===== src/rtl/sm_operand_entry_if.sv =====
//------------------------------------------------------------------------------
// sm_operand_entry_if: button levels in, sign-magnitude operand out.  rev 1.0
//------------------------------------------------------------------------------
`default_nettype none

interface sm_operand_entry_if;
  logic       btn_up;
  logic       btn_down;
  logic       btn_sign;
  logic       btn_clr;
  logic [7:0] value;
  logic       sign;
  logic [6:0] mag;
  logic       upd;

  modport master (
    output btn_up, btn_down, btn_sign, btn_clr,
    input  value, sign, mag, upd
  );

  modport slave (
    input  btn_up, btn_down, btn_sign, btn_clr,
    output value, sign, mag, upd
  );
endinterface

`default_nettype wire


===== src/rtl/sm_operand_entry.sv =====
//------------------------------------------------------------------------------
// sm_operand_entry: button-driven 8-bit sign-magnitude operand with hold-to-repeat.  rev 1.0
//------------------------------------------------------------------------------
`default_nettype none

module sm_operand_entry #(
  parameter int unsigned HOLD_CYCLES   = 50_000_000,
  parameter int unsigned REPEAT_CYCLES = 10_000_000
) (
  input  logic               clk,
  input  logic               reset,
  sm_operand_entry_if.slave  bus
);

  localparam int unsigned TMAX = (HOLD_CYCLES > REPEAT_CYCLES) ? HOLD_CYCLES : REPEAT_CYCLES;
  localparam int          TW   = (TMAX > 1) ? $clog2(TMAX) : 1;
  localparam logic [TW-1:0] HOLD_LOAD   = TW'(HOLD_CYCLES - 1);
  localparam logic [TW-1:0] REPEAT_LOAD = TW'(REPEAT_CYCLES - 1);

  typedef enum logic [1:0] {
    IDLE   = 2'd0,
    HOLD   = 2'd1,
    REPEAT = 2'd2
  } state_t;

  state_t        state, state_nxt;
  logic [TW-1:0] timer, timer_nxt;
  logic          dir_up, dir_up_nxt;
  logic [7:0]    value, value_nxt;
  logic          upd;
  logic          prev_up, prev_down, prev_sign, prev_clr;
  logic          armed;

  logic up_edge, down_edge, sign_edge, clr_edge;
  logic both_held, active_held;

  function automatic logic [7:0] step_up(input logic [7:0] v);
    if (!v[7])
      return (v[6:0] == 7'h7F) ? v : {1'b0, v[6:0] + 7'd1};
    else if (v[6:0] == 7'd1)
      return 8'h00;
    else
      return {1'b1, v[6:0] - 7'd1};
  endfunction

  function automatic logic [7:0] step_down(input logic [7:0] v);
    if (v[7])
      return (v[6:0] == 7'h7F) ? v : {1'b1, v[6:0] + 7'd1};
    else if (v[6:0] == 7'd0)
      return 8'h81;
    else
      return {1'b0, v[6:0] - 7'd1};
  endfunction

  // The first sample after reset only primes the edge registers, so a button
  // held across reset release never counts as a press.
  assign up_edge     = armed & bus.btn_up   & ~prev_up;
  assign down_edge   = armed & bus.btn_down & ~prev_down;
  assign sign_edge   = armed & bus.btn_sign & ~prev_sign;
  assign clr_edge    = armed & bus.btn_clr  & ~prev_clr;
  assign both_held   = bus.btn_up & bus.btn_down;
  assign active_held = dir_up ? bus.btn_up : bus.btn_down;

  always_comb begin
    state_nxt  = state;
    timer_nxt  = timer;
    dir_up_nxt = dir_up;
    value_nxt  = value;

    if (clr_edge) begin
      value_nxt = 8'h00;
      state_nxt = IDLE;
      timer_nxt = '0;
    end else if (sign_edge) begin
      if (value[6:0] != 7'd0)
        value_nxt = {~value[7], value[6:0]};
      state_nxt = IDLE;
      timer_nxt = '0;
    end else if (both_held) begin
      state_nxt = IDLE;
      timer_nxt = '0;
    end else begin
      unique case (state)
        IDLE: begin
          if (up_edge) begin
            value_nxt  = step_up(value);
            dir_up_nxt = 1'b1;
            timer_nxt  = HOLD_LOAD;
            state_nxt  = HOLD;
          end else if (down_edge) begin
            value_nxt  = step_down(value);
            dir_up_nxt = 1'b0;
            timer_nxt  = HOLD_LOAD;
            state_nxt  = HOLD;
          end
        end
        HOLD, REPEAT: begin
          if (!active_held) begin
            state_nxt = IDLE;
            timer_nxt = '0;
          end else if (timer == '0) begin
            value_nxt = dir_up ? step_up(value) : step_down(value);
            timer_nxt = REPEAT_LOAD;
            state_nxt = REPEAT;
          end else begin
            timer_nxt = timer - TW'(1);
          end
        end
        default: begin
          state_nxt = IDLE;
          timer_nxt = '0;
        end
      endcase
    end
  end

  always_ff @(posedge clk or posedge reset) begin
    if (reset) begin
      state     <= IDLE;
      timer     <= '0;
      dir_up    <= 1'b0;
      value     <= 8'h00;
      upd       <= 1'b0;
      prev_up   <= 1'b0;
      prev_down <= 1'b0;
      prev_sign <= 1'b0;
      prev_clr  <= 1'b0;
      armed     <= 1'b0;
    end else begin
      state     <= state_nxt;
      timer     <= timer_nxt;
      dir_up    <= dir_up_nxt;
      value     <= value_nxt;
      upd       <= (value_nxt != value);
      prev_up   <= bus.btn_up;
      prev_down <= bus.btn_down;
      prev_sign <= bus.btn_sign;
      prev_clr  <= bus.btn_clr;
      armed     <= 1'b1;
    end
  end

  assign bus.value = value;
  assign bus.sign  = value[7];
  assign bus.mag   = value[6:0];
  assign bus.upd   = upd;

endmodule

`default_nettype wire

===== src/flat_wrapper.sv =====
// flat-port wrapper written by rule: the top's interface ports become plain ports
module sm_operand_entry_flat 
#(
  parameter int unsigned HOLD_CYCLES   = 50_000_000,
  parameter int unsigned REPEAT_CYCLES = 10_000_000
)
  (clk, reset, bus_btn_up, bus_btn_down, bus_btn_sign, bus_btn_clr, bus_value, bus_sign, bus_mag, bus_upd);
  sm_operand_entry_if bus_i ();
  input  logic clk;
  input  logic reset;
  input wire logic [$bits(bus_i.btn_up)-1:0] bus_btn_up;
  input wire logic [$bits(bus_i.btn_down)-1:0] bus_btn_down;
  input wire logic [$bits(bus_i.btn_sign)-1:0] bus_btn_sign;
  input wire logic [$bits(bus_i.btn_clr)-1:0] bus_btn_clr;
  output wire logic [$bits(bus_i.value)-1:0] bus_value;
  output wire logic [$bits(bus_i.sign)-1:0] bus_sign;
  output wire logic [$bits(bus_i.mag)-1:0] bus_mag;
  output wire logic [$bits(bus_i.upd)-1:0] bus_upd;
  assign bus_i.btn_up = bus_btn_up;
  assign bus_i.btn_down = bus_btn_down;
  assign bus_i.btn_sign = bus_btn_sign;
  assign bus_i.btn_clr = bus_btn_clr;
  assign bus_value = bus_i.value;
  assign bus_sign = bus_i.sign;
  assign bus_mag = bus_i.mag;
  assign bus_upd = bus_i.upd;
  sm_operand_entry #(.HOLD_CYCLES(HOLD_CYCLES), .REPEAT_CYCLES(REPEAT_CYCLES)) u_core (.clk(clk), .reset(reset), .bus(bus_i));
endmodule

===== config.mk =====
export PLATFORM = sky130hd
export DESIGN_NAME = sm_operand_entry_flat
export DESIGN_NICKNAME = d
export VERILOG_FILES = /design/src/rtl/sm_operand_entry_if.sv /design/src/rtl/sm_operand_entry.sv /design/src/flat_wrapper.sv
export SDC_FILE = /design/constraint.sdc
export NUM_CORES = 1
export LEC_CHECK = 0
export ABC_CLOCK_PERIOD_IN_PS = 3790
export CAP_MARGIN = 10
export CORE_ASPECT_RATIO = 1.75
export CORE_MARGIN = 3
export CORE_UTILIZATION = 34
export CTS_CLUSTER_DIAMETER = 100
export CTS_CLUSTER_SIZE = 24
export DETAILED_ROUTE_END_ITERATION = 8
export HOLD_SLACK_MARGIN = 0.1
export SYNTH_ARGS = -nofsm -noshare
export SYNTH_HDL_FRONTEND = slang
export SYNTH_SLANG_ARGS = --single-unit

===== constraint.sdc =====
create_clock -name clk -period 3.79 [get_ports clk]
set_clock_uncertainty 0.1 [all_clocks]
set_input_delay 0.379 -clock clk [delete_from_list [all_inputs] [get_ports clk]]
set_output_delay 0.379 -clock clk [all_outputs]
set_load 0.1 [all_outputs]

### After elaboration in Yosys (flattened, before gate mapping)

Index checks and enable logic that the tools add are counted.

* bits in registers: 43
* bits of input ports: 6
* output and inout port bits: 17
* word-level logic and storage cells: 80

* add/subtract/negate cells: 3
* eq/ne operators: 7
* multiplexer cells: 35
* bitwise operators: 17
* reduce and logical (&&, ||, !) cells: 8

Operator list (count)
* 26-bit 2-to-1 mux: 7
* 8-bit 2-to-1 mux: 13
* 26-bit case mux with 2 select lines: 1
* 26-bit logical NOT: 1
* 26-bit by 1-bit subtractor with 26-bit output, second input constant: 1
* 8-bit case mux with 2 select lines: 1
* 2-bit 2-to-1 mux: 7
* 7-bit 2-to-1 mux: 2
* 1-bit bitwise AND: 9
* 8-bit != test: 1
* 1-bit NOT: 8
* 7-bit by 1-bit adder with 7-bit output, second input constant: 1
* 7-bit by 1-bit equality test with 1-bit output, second input constant: 1
* 7-bit equality test, second input constant: 1
* 7-bit logical NOT: 1
* 7-bit nonzero test: 1
* 7-bit by 1-bit subtractor with 7-bit output, second input constant: 1
* 6-bit by 1-bit != test with 1-bit output, second input constant: 1
* 6-bit by 3-bit != test with 1-bit output, second input constant: 1
* 5-bit AND reduction: 1
* 2-bit case mux with 2 select lines: 1
* 1-bit 2-to-1 mux: 3
* 2-bit by 1-bit equality test with 1-bit output, second input constant: 1
* 2-bit equality test, second input constant: 1
* other kinds (4): 4

### Depth between registers and ports, before layout

* depth in word-level cells: 11
* depth in mapped cells: 13

### Worst setup path before layout

OpenSTA, ideal clock, no wires.

* path type: register to register
* start point: register u_core.value[0], in the netlist u_core.bus.value[0]
* end point: register u_core.upd, in the netlist u_core.bus.upd
* library setup time: 138 ps
* arrival: 3061 ps
* slack: 491 ps
* cell stages (with the launch flop): 13
* buffers on the path: 1
* path through: dfrtp_1 > buf_2 > inv_1 > ha_1 > nor2b_1 > nand2_1 > ha_1 > o31a_1 > and3_1 > and3_1 > a2111oi_2 > nor4bb_1 > nand4_1

* longest elaborated chain between the ends: 11

RTL lines
* from (decl): RTL line sm_operand_entry.sv:29 `logic [7:0] value, value_nxt;`
* from (signal assigned): RTL line sm_operand_entry.sv:133 `value <= value_nxt;`
* 7-bit by 1-bit subtractor with 7-bit output (tied with other cells): RTL line sm_operand_entry.sv:43, sm_operand_entry.sv:52
* 8-bit 2-to-1 mux (tied with other cells): RTL line sm_operand_entry.sv:49 `else if (v[6:0] == 7'd0)`
* 8-bit 2-to-1 mux, on equally long branches: RTL line sm_operand_entry.sv:47, sm_operand_entry.sv:38
* 8-bit 2-to-1 mux: RTL line sm_operand_entry.sv:102 `value_nxt = dir_up ? step_up(value) : step_down(value);`
* 8-bit 2-to-1 mux: RTL line sm_operand_entry.sv:101 `end else if (timer == '0) begin`
* 8-bit 2-to-1 mux: RTL line sm_operand_entry.sv:98 `if (!active_held) begin`
* 8-bit case mux with 2 select lines: RTL line sm_operand_entry.sv:83 `unique case (state)`
* 8-bit 2-to-1 mux: RTL line sm_operand_entry.sv:79 `end else if (both_held) begin`
* 8-bit 2-to-1 mux: RTL line sm_operand_entry.sv:74 `end else if (sign_edge) begin`
* 8-bit 2-to-1 mux: RTL line sm_operand_entry.sv:70 `if (clr_edge) begin`
* 8-bit != test *: RTL line sm_operand_entry.sv:134 `upd <= (value_nxt != value);`
* to (signal assigned): RTL line sm_operand_entry.sv:134
* to (decl): RTL line sm_operand_entry.sv:30 `logic upd;`

Every way passes the cells marked *; elsewhere a longest branch is shown, timed or not.
A chain may end at the register's enable or synchronous reset.

### Final worst setup path

* start point: register u_core.value[1], in the netlist u_core.bus.value[1]
* end point: register u_core.upd, in the netlist u_core.bus.upd

The elaborated chain is that of the path after synthesis.

==> flow_summary_export.csv <==
group,metric,value,unit
critical_path,crit_arrival,3.48,ns
placed_design,port_buffers,22,
sta,timing.final.hold_violations,0,
floorplan,coreArea,10800,sq um
placed_design,gp_congestion,1.02,
floorplan,die_w,85.4,microns
critical_path,startpoint,"u_core.bus.value[1]",
placed_design,placed_area,4080,sq um
floorplan,die-area,12400,sq um
sta,worst_slack,0.366,ns
critical_path,rr_startpoint,"u_core.bus.value[1]",
sta,slew_viol_final,0,
cts,htreeDepth,2,
critical_path,rr_worst_depth,11,
layout,multi_input_area,2440,sq um
routing,first_iter_violations,301,
layout,syn2layout_area_growth,12.9,%
routing,viasPerCell,6.34,
cts,clk_latency,0.29,ns
cts,cts-root-buf,"clkbuf_16",
routing,wl_per_cell,21.1,microns
sta,period_minus_slack,3.42,ns
layout,antenna-diode-count,0,
cts,cts-resized-gates,0,
cts,cts_made_buffers,5,
logic_synthesis,netlist_area,3750,sq um
logic_synthesis,ys_seq_area_share,28.7,%
logic_synthesis,synth_async_sr_flop_share,100,%
cts,cts_tree,"yes",
critical_path,crit_fanout,13,
floorplan,start_util,34.9,%
cts,cts.path.max_buffers,2,
critical_path,crit_path_start_kind,"flip-flop",
sta,fin_tns_setup,0,ns
sta,rsz0062_at_grt,"no",
logic_synthesis,synth_cell_types,70,
placed_design,dp_cells,640,
worst_hold_path,hold_path.class,"reg2reg",
routing,vias,4108,
global_route,grt_pass1_vias,4138,
layout,register_area,1080,sq um
placed_design,place_ws,0.480,ns
logic_synthesis,yosysWarningCount,0,
critical_path,r2r-end,"u_core.bus.upd",
placed_design,hpwl,10.5,mm
routing,drc,0,
logic_synthesis,synthCells,510,
critical_path,crit_required,3.85,ns
routing,ant_nets,0,
pwr,p_leak,1.69,nW
floorplan,num_rows,50,
global_route,grt_overflow,0,
global_route,grt_pass1_wl,21.9,mm
logic_synthesis,syn_area_per_cell,7.36,sq um
layout,nFillCells,1151,
sta,setup_viol,0,
cts,clock_sinks,43,
status,outcome,"complete, no violations",
logic_synthesis,synth_nets,525,
run,drv_cap,0,
critical_path,cp-end-kind,"flip-flop",
sta,min_period_over_period,90.3,%
sta,relSlewSlack,35.3,%
critical_path,crit_end,"u_core.bus.upd",
routing,wl,13.7,mm
logic_synthesis,synth_edf_count,0,
floorplan,fp.dieH,145,microns
layout,design_area,4240,sq um
cts,hold_buffers,0,
layout,stdcell_count,648,
critical_path,r2r_slack,0.37,ns
global_route,grt_antenna_before_repair,0,
pwr,power-per-cell-area,794,nW/um^2
cts,cts_setup_buffers,0,
floorplan,ios,23,
global_route,grt_max_degree,44,
layout,num-nets-final,532,
pwr,ir_drop,0.000498,V
logic_synthesis,synth-seq-cells,43,
sta,fmax,292,MHz
logic_synthesis,synthFlopType,"dfrtp_1",
routing,detail_route.first_pass.iterations,5,
critical_path,crit_type,"reg2reg",
pwr,total_power,3.37,mW
layout,drive_gt1_share,8.69,%
global_route,grt_usage,22.4,%
cts,clkSlewWorstSetupHoldPaths,0.06,ns
sta,tightest_slew,0.967,ns
-- critical path, stage by stage (launching register included) --
cell and delay [ns]:
dfrtp_1 0.62, inv_1 0.25, ha_1 0.27, nor2b_1 0.15, nand2_1 0.11, ha_1 0.26, nor2_1 0.06, a311oi_1 0.55
nor4_1 0.17, a2111oi_2 0.36, nor4bb_1 0.27, nand4_1 0.12
-- flip-flops by register name (all words and copies together), names as in the netlist --
| signal | flops |
|---|---|
| u_core.dir_up | 1 |
| u_core.bus.value | 8 |
| u_core.prev_sign | 1 |
| u_core.bus.upd | 1 |
| u_core.timer | 26 |
| u_core.armed | 1 |
| u_core.state | 2 |
| u_core.prev_down | 1 |
| u_core.prev_up | 1 |
| u_core.prev_clr | 1 |
-- synth_stat cells, types with 10 or more instances --
master / instances / area share (%)
inv_1: 14 / 1.4
nand2_1: 60 / 6.0
a21oi_1: 41 / 5.5
nor2_1: 59 / 5.9
o22ai_1: 10 / 1.7
nor3_1: 14 / 1.9
nand3_1: 19 / 2.5
a31oi_1: 12 / 2.0
o21ai_0: 46 / 6.1
dfrtp_1: 43 / 29
nand4_1: 13 / 2.2
clkbuf_1: 27 / 2.7
-- routing by layer --
metal | global-route usage, % | vias up | share of wire (%)
li1 | - | 1911 | -
met1 | 22.3 | 1972 | 34
met2 | 40.0 | 150 | 53
met3 | 2.16 | 75 | 3.3
met4 | 19.3 | 0 | 9.4
met5 | 0 | - | 0
-- through the flow --
stage,hold WS (ns),utilization (%)
final,0.401,39.4
after global routing,0.447,39.4
after CTS,0.404,39.4
after detailed placement,0.390,37.9
after global placement,0.382,37.9
after floorplan,0.310,-
-- how the worst min path moves through the flow --
stage	start	endpoint	slack [ns]	cells past startpoint
global placement	u_core.state[1]	u_core.state[1]	0.38	2
global route	bus_btn_clr	u_core.prev_clr	0.45	1
floorplan	bus_btn_clr	u_core.prev_clr	0.31	0
detailed placement	u_core.state[1]	u_core.state[1]	0.39	2
CTS	u_core.state[1]	u_core.state[1]	0.40	2
finish	u_core.state[1]	u_core.state[1]	0.40	2
-- area by class of cell --
cell class                      instances  area share [%]
Multi-Input combinational cell        412            57.5
Sequential cell                        43            25.4
Timing Repair Buffer                   40            8.26
Tap cell                              130            3.84
Clock buffer                            8            3.69
Inverter                               15            1.33
-- cells in the final DEF (no fill, tap or decap), drive strengths merged, types with 8 or more instances in the layout --
| master | netlist | layout |
|---|---|---|
| inv | 14 | 14 |
| nand2 | 61 | 61 |
| nor2 | 61 | 61 |
| buf | 13 | 20 |
| nor4 | 12 | 12 |
| o22ai | 10 | 10 |
| nor3 | 16 | 16 |
| a21oi | 41 | 41 |
| clkbuf | 27 | 8 |
| clkdlybuf4s50 | 0 | 20 |
| o21ai | 50 | 50 |
| nand4 | 13 | 13 |
| a31oi | 12 | 12 |
| and4 | 9 | 9 |
| dfrtp | 43 | 43 |
| ha | 9 | 9 |
| nand3 | 19 | 19 |
-- report_power, final --
group | total (mW) | internal, mW | leakage, nW | switching, mW
combinational | 2.12 | 0.627 | 1.08 | 1.50
clock | 0.460 | 0.281 | 0.0772 | 0.179
sequential | 0.784 | 0.571 | 0.536 | 0.213
total | 3.37 | 1.48 | 1.69 | 1.89
-- logic make-up (layout without fill, tap and decap cells) --
group | after synthesis | count (layout) | synth area share, %
AOI/OAI and AO/OA | 169 | 169 | 29.2
xor gates and xnor gates | 4 | 4 | 0.934
adders and majority gates | 9 | 9 | 3.00
buffers and inverters | 55 | 63 | 6.40
DFF | 43 | 43 | 28.7
muxes | 5 | 5 | 1.47
other | 1 | 1 | 0.0999
and+or+nand+nor | 224 | 224 | 30.2
Note: power is estimated with default switching activity, not from simulation.
